<file path="src/rtl/basilisk.sv">
// Shared scoreboard types: register address, dependency bundle and the
// hazard rule applied to a post-wakeup busy view.
package basilisk;

    localparam int REG_COUNT  = 32;
    localparam int ADDR_WIDTH = 5;

    typedef logic [ADDR_WIDTH-1:0] reg_addr_t;

    typedef struct packed {
        logic      use_rd;
        logic      use_rs1;
        logic      use_rs2;
        logic      use_rs3;
        reg_addr_t rd;
        reg_addr_t rs1;
        reg_addr_t rs2;
        reg_addr_t rs3;
    } dep_t;

    // Unused operand fields never stall; rd is checked too so WAW is blocked.
    function automatic logic hazard_check(input logic [REG_COUNT-1:0] wake,
                                          input dep_t dep);
        return (dep.use_rs1 && wake[dep.rs1]) ||
               (dep.use_rs2 && wake[dep.rs2]) ||
               (dep.use_rs3 && wake[dep.rs3]) ||
               (dep.use_rd  && wake[dep.rd]);
    endfunction

endpackage

</file>
<file path="src/rtl/basilisk_scoreboard_table.sv">
// Per-register pending-write bits with issue-set and dual writeback clear,
// plus a wakeup view that already reflects this cycle's writebacks.
module basilisk_scoreboard_table
    import basilisk::*;
#(
    parameter int REG_COUNT = basilisk::REG_COUNT
) (
    input  logic                 clk,
    input  logic                 rst,
    input  logic                 set_en_i,
    input  reg_addr_t            set_addr_i,
    input  logic                 wb0_valid_i,
    input  reg_addr_t            wb0_addr_i,
    input  logic                 wb1_valid_i,
    input  reg_addr_t            wb1_addr_i,
    output logic [REG_COUNT-1:0] busy_o,
    output logic [REG_COUNT-1:0] wake_o
);

    logic [REG_COUNT-1:0] busy_q, busy_d;
    logic [REG_COUNT-1:0] clear, set;

    // A new issue wins over a writeback landing on the same register.
    always_comb begin
        clear = '0;
        set   = '0;
        for (int i = 0; i < REG_COUNT; i++) begin
            clear[i] = (wb0_valid_i && wb0_addr_i == reg_addr_t'(i)) ||
                       (wb1_valid_i && wb1_addr_i == reg_addr_t'(i));
            set[i]   = set_en_i && set_addr_i == reg_addr_t'(i);
        end
        busy_d = (busy_q & ~clear) | set;
    end

    always_ff @(posedge clk or negedge rst) begin
        if (!rst) begin
            busy_q <= '0;
        end else begin
            busy_q <= busy_d;
        end
    end

    assign busy_o = busy_q;
    assign wake_o = busy_q & ~clear;

    wb0_stray_a: assert property (@(posedge clk) disable iff (!rst)
        (wb0_valid_i && !(set_en_i && set_addr_i == wb0_addr_i)) |-> busy_q[wb0_addr_i])
        else $warning("stray writeback on wb0 to r%0d ignored", wb0_addr_i);

    wb1_stray_a: assert property (@(posedge clk) disable iff (!rst)
        (wb1_valid_i && !(set_en_i && set_addr_i == wb1_addr_i)) |-> busy_q[wb1_addr_i])
        else $warning("stray writeback on wb1 to r%0d ignored", wb1_addr_i);

endmodule

</file>
<file path="src/rtl/basilisk_scoreboard.sv">
// Float/vector issue scoreboard: stalls decode on RAW/WAW hazards and holds
// one registered issue slot towards execute.
module basilisk_scoreboard
    import basilisk::*;
#(
    parameter int REG_COUNT     = basilisk::REG_COUNT,
    parameter int PAYLOAD_WIDTH = 64
) (
    input  logic                     clk,
    input  logic                     rst,
    input  logic                     in_valid,
    output logic                     in_ready,
    input  logic [PAYLOAD_WIDTH-1:0] in_payload,
    input  reg_addr_t                in_rd,
    input  reg_addr_t                in_rs1,
    input  reg_addr_t                in_rs2,
    input  reg_addr_t                in_rs3,
    input  logic                     in_use_rd,
    input  logic                     in_use_rs1,
    input  logic                     in_use_rs2,
    input  logic                     in_use_rs3,
    output logic                     out_valid,
    input  logic                     out_ready,
    output logic [PAYLOAD_WIDTH-1:0] out_payload,
    input  logic                     wb0_valid,
    input  reg_addr_t                wb0_addr,
    input  logic                     wb1_valid,
    input  reg_addr_t                wb1_addr,
    output logic [REG_COUNT-1:0]     busy,
    output logic                     idle
);

    logic [REG_COUNT-1:0]     wake;
    logic [basilisk::REG_COUNT-1:0] wake_full;
    logic                     hazard;
    logic                     fire;
    logic                     out_valid_q, out_valid_d;
    logic [PAYLOAD_WIDTH-1:0] out_payload_q, out_payload_d;
    dep_t                     dep;

    basilisk_scoreboard_table #(
        .REG_COUNT (REG_COUNT)
    ) u_table (
        .clk         (clk),
        .rst         (rst),
        .set_en_i    (fire && in_use_rd),
        .set_addr_i  (in_rd),
        .wb0_valid_i (wb0_valid),
        .wb0_addr_i  (wb0_addr),
        .wb1_valid_i (wb1_valid),
        .wb1_addr_i  (wb1_addr),
        .busy_o      (busy),
        .wake_o      (wake)
    );

    // Addresses reach all 32 slots, so unmapped registers read as never busy.
    for (genvar i = 0; i < basilisk::REG_COUNT; i++) begin : g_wake
        if (i < REG_COUNT) begin : g_map
            assign wake_full[i] = wake[i];
        end else begin : g_pad
            assign wake_full[i] = 1'b0;
        end
    end

    assign dep = '{use_rd: in_use_rd, use_rs1: in_use_rs1, use_rs2: in_use_rs2,
                   use_rs3: in_use_rs3, rd: in_rd, rs1: in_rs1, rs2: in_rs2, rs3: in_rs3};

    assign hazard   = hazard_check(wake_full, dep);
    assign in_ready = !hazard && (!out_valid_q || out_ready);
    assign fire     = in_valid && in_ready;

    always_comb begin
        out_valid_d   = out_valid_q;
        out_payload_d = out_payload_q;
        if (fire) begin
            out_valid_d   = 1'b1;
            out_payload_d = in_payload;
        end else if (out_ready) begin
            out_valid_d   = 1'b0;
        end
    end

    always_ff @(posedge clk or negedge rst) begin
        if (!rst) begin
            out_valid_q   <= 1'b0;
            out_payload_q <= '0;
        end else begin
            out_valid_q   <= out_valid_d;
            out_payload_q <= out_payload_d;
        end
    end

    assign out_valid   = out_valid_q;
    assign out_payload = out_payload_q;
    assign idle        = !(|busy) && !out_valid_q;

endmodule

</file>
<file path="config.mk">
export PLATFORM = sky130hd
export DESIGN_NAME = basilisk_scoreboard
export DESIGN_NICKNAME = d
export VERILOG_FILES = /design/src/rtl/basilisk.sv /design/src/rtl/basilisk_scoreboard_table.sv /design/src/rtl/basilisk_scoreboard.sv
export SDC_FILE = /design/constraint.sdc
export NUM_CORES = 1
export LEC_CHECK = 0
export BUFFER_PORTS_ARGS = -buffer_cell sky130_fd_sc_hd__buf_4
export CAP_MARGIN = 40
export CORE_UTILIZATION = 35
export DETAILED_ROUTE_END_ITERATION = 12
export HOLD_SLACK_MARGIN = 0.08
export PLACE_DENSITY = 0.67
export REMOVE_ABC_BUFFERS = 1
export SYNTH_ARGS = -nofsm -noshare
export SYNTH_HDL_FRONTEND = slang
export SYNTH_SLANG_ARGS = --single-unit
export TNS_END_PERCENT = 100
</file>
<file path="constraint.sdc">
create_clock -name clk -period 6.28 [get_ports clk]
set_clock_uncertainty 0.15 [all_clocks]
set_input_delay 0.628 -clock clk [delete_from_list [all_inputs] [get_ports clk]]
set_output_delay 0.628 -clock clk [all_outputs]
set_load 0.02 [all_outputs]
</file>
==> flow_summary.yaml, run 1 <==
floorplan:
  fp-row-count: 46
  die_h_um: 129
  core_area_um2: 15800
  io_pins: 203
  die_w_um: 129
  start_util_pct: 35.7
  die-area_um2: 16600
sta:
  setup_viol: 0
  rsz0062_at_grt: "no"
  fin_crit_sh_pct: 66.7
  tightest_slew_ps: 916
  fmax_mhz: 239
  slew_viol_final: 0
  fin_ws_ps: 2090
  timing.hold.ws_ps: 99.0
  max_slew_margin_pct: 38.9
  finalCriticalPeriod_ps: 4190
  timing.setup.tns_ps: 0
  hold_violations: 0
final_layout:
  num_antenna_cells: 0
  area_delta_synth_final_pct: 35.5
  fin_nets: 816
  fin_util_pct: 48.3
  drive_gt1_share_pct: 35.7
power_and_ir_drop:
  ir_drop_mv: 0.219
  leakage_nw: 3.30
  seq_power_share_pct: 37.1
  p_comb_share_pct: 41.2
  power.density_nw_per_um2: 321
  netSwitchingFraction_pct: 38.7
  internal-power_mw: 1.51
  total_power_mw: 2.46
  power_frac_clock_pct: 21.6
  p_sw_mw: 0.952
global_route:
  grt_overflow_total: 0
  antenna_found_initial: 0
  grt_max_degree: 57
  grt_pass1_vias: 5560
  grt_usage_pct: 26.7
  grt_first_pass_wirelength_um: 32900
routing:
  final_antenna_net_count: 0
  first_iter_violations: 571
  firstDrtPassIters: 5
  wl_per_cell_um: 23.5
  drcViolationCount: 0
  routed_wl_um: 21900
  via_per_inst: 6.02
  num_vias: 5620
placement:
  place_hpwl_um: 16600
  gp_congestion: 0.991
  portBuffers: 202
  place_ws_ps: 1820
worst_setup_path:
  cp_top_family: "simple AND/OR/NAND/NOR gates"
  cp.arrival_ps: 4240
  cp_cell_sequence: "buf_4 > nand4b_1 > o221ai_1 > o211ai_1 > and4_1 > nor4_1 > o211ai_1 > nor4_4 > nand2_4 > buf_4 > o31ai_1"
  cp_max_fo: 35
  rrSetupSlack_ps: 2660
  end_kind: "flip-flop"
  crit_required_ps: 6330
  criticalPathCategory: "in -> reg"
  crit_buf_inv: 2
  critPathMaxStageDelay_ps: 830
  start_kind: "primary input"
  slowest_stage: "o221ai_1"
clock_tree:
  clock-sinks: 97
  root_buffer: "clkbuf_16"
  clkTransAtPathRegs_ps: 70
  cts_buffers: 9
  clk_latency_ps: 340
  postCtsSetupBuffers: 0
  ctsLongestPathBuffers: 2
  cts_resized: 0
  htreeDepth: 3
  hold_buffers: 0
  cts_tree: "yes"
logic_synthesis:
  avgSynthCellArea_um2: 10.8
  ys_async_sr_fraction_pct: 100
  ys_seq_area_share_pct: 43.0
  ys_seq_elements: 97
  syn_inst: 523
  synthFlopType: "dfrtp_1"
  synth_edf_count: 0
  yosys_warnings: 0
  ys_types: 68
  netlist_area_um2: 5650
run:
  drv_cap: 0
outcome:
  run_status: "finished clean"
worst_hold_path:
  hp-class: "in -> async"
## power by group through the flow
stage	Combinational [mW]	Clock (mW)	Sequential (mW)
6_report	1.01	0.532	0.913
5_1_grt	1.06	0.575	0.933
4_1_cts	1.01	0.548	0.911
3_5_place_dp	1.01	0	0.918
3_3_place_gp	0.998	0	0.915
2_1_floorplan	0.295	0	1.10
## layout by cell type (no fill, tap or decap), drive strengths merged, types with 3 or more instances in the layout
master / instances
buf: 213
o221ai: 21
nand3: 23
o22ai: 13
a22oi: 3
nand4bb: 6
nand2: 29
o31ai: 17
nor4: 11
dfrtp: 97
and2: 4
o21ai: 13
a221oi: 8
a21oi: 3
nor3: 11
nand2b: 15
o32ai: 3
o221a: 12
clkbuf: 9
o21bai: 12
or2: 5
nand4b: 8
nor2: 15
mux2: 64
mux2i: 10
clkinv: 4
nand4: 10
nor2b: 11
o211ai: 7
mux4: 6
inv: 16
a211oi: 4
## logic make-up (layout without fill, tap and decap cells)
logic type      count (synthesis)  count (layout)  share of synthesized area (%)
compound gates                137             137                           19.7
flops                          97              97                           43.0
xor+xnor                        1               1                          0.155
simple gates                  159             159                           16.5
mux                            80              80                           16.9
buf+inv                        49             243                           3.72
## layout make-up
type,instances,area [um2]
Timing Repair Buffer,213,1600
Sequential cell,97,2430
Fill cell,1468,8180
Multi-Input combinational cell,377,3010
Clock buffer,9,225
Tap cell,216,270
Clock inverter,7,60.1
Inverter,14,52.6
## flip-flops by register name, summed over array words and instances (netlist names)
| signal | cells |
|---|---|
| u_table.busy_o | 32 |
| out_valid | 1 |
| out_payload | 64 |
## per-layer routing
layer  wire length [um]  up-vias  global-route usage [%]
met5                  0        -                       0
met4                918        0                    12.2
met3               2480       71                    8.27
met2               9920      397                    42.0
met1               8580     2711                    33.6
li1                   -     2441                       -
## cells in the mapped netlist, drive strengths merged (3+ instances only)
library cell	n	area, um2
a211oi	4	30.0
a21oi	3	15.0
a221oi	8	76.3
a22oi	3	22.5
and2	4	25.0
buf	11	67.6
clkbuf	24	90.1
dfrtp	97	2430
inv	12	45.0
mux2	64	721
mux2i	10	100
mux4	6	135
nand2	29	111
nand2b	15	93.8
nand3	23	115
nand4	10	62.6
nand4b	8	70.1
nand4bb	6	67.6
nor2	15	56.3
nor2b	11	68.8
nor3	11	55.1
nor4	11	83.8
o211ai	7	52.6
o21ai	13	65.1
o21bai	12	90.1
o221a	12	135
o221ai	21	184
o22ai	13	81.3
o31ai	17	128
o32ai	3	26.3
or2	5	31.3
## path summary, 6_finish.rpt
| path | cells after the start | endpoint | start |
|---|---|---|---|
| max in group asynchronous | 2 | u_table.busy_o[19] | rst |
| max | 11 | u_table.busy_o[29] | wb0_addr[2] |
| max reg2reg | 10 | out_payload[39] | u_table.busy_o[12] |
| min reg2reg | 1 | out_payload[6] | out_payload[6] |
| min in group clk | 2 | out_payload[21] | in_payload[21] |
| min | 1 | out_payload[44] | rst |
## metrics by stage
stage | std cells | instance area (um2)
after floorplan | 488 | 5490
after global placement | 916 | 7350
after detailed placement | 917 | 7360
after CTS | 933 | 7650
after global routing | 933 | 7650
final | 933 | 7650
Power figures use the tool's default switching activity.
==> run 2, diff against run 1 <==
Settings changed: PLACE_DENSITY 0.67 to 0.69.
Clock period 6.28 ns to 3.45 ns, I/O delays scaled along.
==> run 2 against run 1 <==
Against the previous run: sequential cell count did not move; register-to-register slack got worse by 2600 ps; largest cell class unchanged; clock power rose by 88%; total power rose by 95%; combinational power up 110%; core utilization grew 9.3 points; die area stayed put; non-clock buffer count is 152 higher; global-route usage rose by 3.6 points; via count rose by 12%.
==> flow_summary.yaml, run 2 (synthesis gave the netlist of run 1 again) <==
outcome:
  run_status: "finished clean"
worst_setup_path:
  end_kind: "output pin"
  criticalPathCategory: "in -> out"
  rr_startpoint: "u_table.busy_o[16]"
  cp_cell_sequence: "buf_4 > nand2b_1 > o221ai_1 > mux4_2 > or4_1 > o211ai_1 > nor4_4 > buf_4 > buf_4"
  crit_required_ps: 2950
  cp_common_cell: "buf_4"
  rrSetupSlack_ps: 60
  critPathMaxStageDelay_ps: 550
  start_kind: "primary input"
  cp.arrival_ps: 2900
  cp_max_fo: 9
  rr_endpoint: "out_payload[63]"
  crit_buf_inv: 3
  crit_start: "wb0_addr[0]"
  slowest_stage: "mux4_2"
  rr_worst_depth: 11
  cp_top_family: "simple AND/OR/NAND/NOR gates"
final_layout:
  largest_register_ffs: 64
  drive_gt1_share_pct: 40.9
  layout_common_cells: "buf_4, dfrtp_1, dlygate4sd3_1"
  num-fill-cells: 1351
  design_area_um2: 9120
  area_delta_synth_final_pct: 61.6
  fin_nets: 968
  multi_input_area_um2: 3130
  num_antenna_cells: 0
  final_common_cell: "buf_4"
  fin_util_pct: 57.6
  layout.cells.non_filler: 1085
  ff_latch_area_um2: 2430
global_route:
  grt_overflow_total: 0
  grt_pass1_vias: 6425
  grt_first_pass_wirelength_um: 37100
  antenna_found_initial: 0
  grt_usage_pct: 30.3
  grt_max_degree: 50
floorplan:
  die-area_um2: 16600
  die_w_um: 129
  io_pins: 203
  fp-row-count: 46
  die_h_um: 129
  start_util_pct: 35.7
  core_area_um2: 15800
power_and_ir_drop:
  power.density_nw_per_um2: 525
  ir_drop_mv: 0.349
  total_power_mw: 4.79
  leakage_nw: 4.02
clock_tree:
  cts_tree: "yes"
  clock-sinks: 97
  root_buffer: "clkbuf_16"
  clkTransAtPathRegs_ps: 70
  clk_latency_ps: 350
  htreeDepth: 3
  ctsLongestPathBuffers: 2
  cts_buffers: 9
sta:
  max_slew_margin_pct: 51.8
  rsz0062_at_grt: "no"
  slew_viol_final: 0
  fmax_mhz: 294
  tightest_slew_ps: 723
  hold_violations: 0
  fin_crit_sh_pct: 98.5
  setup_viol: 0
  finalCriticalPeriod_ps: 3400
  fin_ws_ps: 51.7
routing:
  num_vias: 6311
  drcViolationCount: 0
  routed_wl_um: 24900
  first_iter_violations: 740
  via_per_inst: 5.82
  wl_per_cell_um: 22.9
  firstDrtPassIters: 5
  final_antenna_net_count: 0
worst_hold_path:
  min_from: "in_payload[33]"
  hold-path-endpoint: "out_payload[33]"
  hp-class: "in -> reg"
  min_path_cells: 2
placement:
  portBuffers: 202
  place_inst: 1002
  place_ws_ps: -158
  place_area_um2: 8050
  gp_congestion: 1.01
  place_hpwl_um: 18000
run:
  drv_cap: 0
run 2: per-stage QoR:
step	hold WS [ps]	setup TNS, ps
finish	86.3	0
global route	88.2	0
CTS	86.9	0
global placement	241	-18050
detailed placement	262	-10230
floorplan	-101	-48750
run 2: report_power, final:
group	internal (mW)	leakage, nW	switching [mW]
Clock	0.513	0.147	0.492
Combinational	0.978	2.68	1.13
Sequential	1.44	1.20	0.241
run 2: repair_timing:
item	4_1_cts	5_1_grt
setup buffers	2	1
setup endpoints to repair	1	69
pin swaps	1	3
hold buffers	64	0
gates resized for setup	0	17
hold endpoints to repair	111	0
run 2: how the worst max path moves through the flow:
stage                 endpoint  slack, ps  depth (start not counted)
5_1_grt               in_ready          2                         12
4_1_cts               in_ready         10                         12
3_3_place_gp   out_payload[46]       -220                         13
3_5_place_dp   out_payload[37]       -160                         13
2_1_floorplan   out_payload[0]       -630                          9
6_report              in_ready         50                          9
run 2: area by class of cell:
cell class                 count  share of cell area (%)
timing repair buffer         365                    32.3
tap                          216                    2.96
clock inverter                 7                   0.768
multi-input combinational    377                    34.3
clock buffer                   9                    2.47
sequential                    97                    26.6
inverter                      14                   0.576
run 2: routing by layer:
layer | vias to the layer above | GRT usage, % | wire [um]
li1 | 2754 | - | -
met1 | 3074 | 37.6 | 9720
met2 | 421 | 50.3 | 11800
met3 | 62 | 5.99 | 2410
met4 | 0 | 15.3 | 1020
met5 | - | 0 | 0
==> run 3, diff against run 2 <==
Settings changed: SYNTH_HIERARCHICAL set to 1.
==> run 3 against run 2 <==
Against the previous run: the run now ends with setup timing left; critical path depth increased by 5; wire length decreased by 15%; synthesized cell count is 18% lower; fmax shrank 4.8%; cell count down 8.1%; worst setup slack got worse by 170 ps; sequential power down 5%; total power decreased by 2.0%; register-to-register slack better by 70 ps; clock-buffer cell count stayed put; via count is 15% lower; die area is 3.0% lower; critical path type is now in -> reg; critical endpoint is now u_table/busy_o[11].
==> flow_summary.yaml, run 3 <==
outcome:
  run_status: "finished with violations"
  violations: "setup timing"
sta:
  fin_crit_sh_pct: 103
  fin_ws_ps: -119
  slew_viol_final: 0
  rsz0062_at_grt: "yes"
  finalCriticalPeriod_ps: 3570
  setup_viol: 77
  timing.hold.ws_ps: 90.0
  max_slew_margin_pct: 65.6
  tightest_slew_ps: 517
  hold_violations: 0
  fmax_mhz: 280
routing:
  drcViolationCount: 0
  firstDrtPassIters: 5
  routed_wl_um: 21200
  num_vias: 5366
  final_antenna_net_count: 0
  via_per_inst: 5.38
  first_iter_violations: 405
  wl_per_cell_um: 21.2
worst_setup_path:
  cp.arrival_ps: 3680
  crit_start: "wb0_addr[3]"
  rrSetupSlack_ps: 130
  end_kind: "flip-flop"
  rr_endpoint: "u_table/busy_o[11]"
  critPathCapture: "u_table/busy_o[11]"
  crit_required_ps: 3560
  rr_startpoint: "u_table/busy_o[14]"
  criticalPathCategory: "in -> reg"
  cp_max_fo: 7
  rr_worst_depth: 11
  start_kind: "primary input"
final_layout:
  fin_nets: 885
  final_common_cell: "buf_4"
  layout.cells.non_filler: 997
  layout_common_cells: "buf_4, dfrtp_1, dlygate4sd3_1"
  drive_gt1_share_pct: 61.5
  num_antenna_cells: 0
  num-fill-cells: 1227
  fin_util_pct: 60.4
  largest_register_ffs: 64
  area_delta_synth_final_pct: 68.3
logic_synthesis:
  synth_top_area_cell: "dfrtp_1"
  synthFlopType: "dfrtp_1"
  syn_inst: 428
  ys_seq_area_share_pct: 44.4
  synth_edf_count: 0
  synth_common_cells: "dfrtp_1, nor2_1, mux2_4"
  ys_async_sr_fraction_pct: 100
  ys_seq_elements: 97
  synth_area_leaders: "dfrtp_1, mux4_2, mux2_4"
  synth_top_area_share_pct: 44.4
  avgSynthCellArea_um2: 12.8
  yosys_warnings: 6
  ys_types: 39
  netlist_area_um2: 5470
  synth_most_common_cell: "dfrtp_1"
global_route:
  grt_pass1_vias: 5660
  grt_first_pass_wirelength_um: 31700
  antenna_found_initial: 0
  grt_max_degree: 66
  grt_overflow_total: 0
  grt_usage_pct: 26.2
floorplan:
  die_w_um: 127
  die_h_um: 127
  core_area_um2: 15300
  io_pins: 203
  die-area_um2: 16100
  fp-row-count: 45
  start_util_pct: 35.9
power_and_ir_drop:
  p_comb_share_pct: 42.5
  p_sw_mw: 1.60
  leakage_nw: 4.35
  seq_power_share_pct: 34.1
  netSwitchingFraction_pct: 34.1
  internal-power_mw: 3.09
  power_frac_clock_pct: 23.4
  ir_drop_mv: 0.394
  power.density_nw_per_um2: 510
placement:
  gp_congestion: 0.934
  portBuffers: 202
  place_inst: 916
  place_hpwl_um: 15300
run:
  drv_cap: 0
clock_tree:
  cts_tree: "yes"
  root_buffer: "clkbuf_16"
  htreeDepth: 3
  clock-sinks: 97
  clkTransAtPathRegs_ps: 70
  ctsLongestPathBuffers: 2
  clk_latency_ps: 350
  cts_buffers: 9
worst_hold_path:
  hp-class: "in -> reg"
  min_from: "in_payload[33]"
  min_path_cells: 2
-- run 3: cell count changes in the layout (fill, tap and decap cells not counted), moves of 12 or more --
| cell | change |
|---|---|
| mux2_1 | -63 |
| mux2_2 | +14 |
| mux2_4 | +50 |
| mux4_2 | +29 |
| nand2_1 | -23 |
| nand3_1 | -21 |
| nor2_1 | +26 |
| nor2_2 | +12 |
| o21ai_1 | +13 |
| o221ai_1 | -17 |
| o31ai_1 | -17 |
-- run 3: repair_timing --
action | 4_1_cts | 5_1_grt
pin swaps | 8 | 15
buffers inserted | 2 | 3
hold buffers | 59 | 1
endpoints found under the hold margin | 125 | 1
resized for setup | 50 | 47
setup endpoints to repair | 89 | 97
-- run 3: cell families after synthesis --
group	count (synthesis)	share of synthesized area [%]
and+or+nand+nor	121	11.7
AOI/OAI and AO/OA	71	8.09
buffers and inverters	28	2.74
DFF	97	44.4
muxes	111	33.2
-- run 3: routing by layer --
| metal | routed length (um) | GRT usage [%] | vias to the layer above | share of wire (%) |
|---|---|---|---|---|
| met5 | 0 | 0 | - | 0 |
| met4 | 559 | 9.38 | 0 | 2.6 |
| met3 | 1910 | 7.20 | 50 | 9.0 |
| met2 | 10100 | 42.6 | 330 | 48 |
| met1 | 8600 | 33.5 | 2647 | 41 |
| li1 | - | - | 2339 | - |
-- run 3: area by class of cell --
class	instances	area, um2	share of cell area (%)
clock inverters	7	100	1.09
well taps	211	264	2.87
inverters	4	15.0	0.163
repair buffers	366	2980	32.3
multi-input cells	303	3200	34.8
flip-flops and latches	97	2430	26.4
clock buffers	9	225	2.45
-- run 3: worst min path at each step --
stage                 endpoint  slack, ps
6_report       out_payload[33]         90
5_1_grt        out_payload[33]         80
4_1_cts        out_payload[61]         80
3_5_place_dp   out_payload[34]         40
3_3_place_gp   out_payload[52]        340
2_1_floorplan   out_payload[0]       -100
-- run 3: worst max-delay path, stage by stage --
cell	delay [ps]
buf_8	100
buf_12	120
nand4b_1	290
o21ai_0	320
nor2_1	160
mux4_2	500
mux4_2	470
mux2_4	280
nand2_1	50
and4_1	200
and3_4	220
nor2b_4	270
nand3_4	150
o22ai_1	190
-- run 3: power groups by stage --
stage / Clock [mW] / Sequential (mW) / Combinational, mW
6_report: 1.10 / 1.60 / 1.99
5_1_grt: 1.16 / 1.62 / 2.09
4_1_cts: 1.12 / 1.59 / 1.94
3_5_place_dp: 0 / 1.59 / 1.87
3_3_place_gp: 0 / 1.59 / 1.84
2_1_floorplan: 0 / 1.89 / 0.690
-- run 3: metrics by stage --
stage                     power, mW  setup slack (ps)  TNS (ps)  instance area, um2
final                          4.69              -119     -3380                9210
after global routing           4.87              -192     -9130                9210
after global placement         3.44              -694    -41220                7880
after CTS                      4.65             -35.1     -61.5                8990
after detailed placement       3.47              -680    -40250                7910
after floorplan                2.58             -3020   -197290                5340
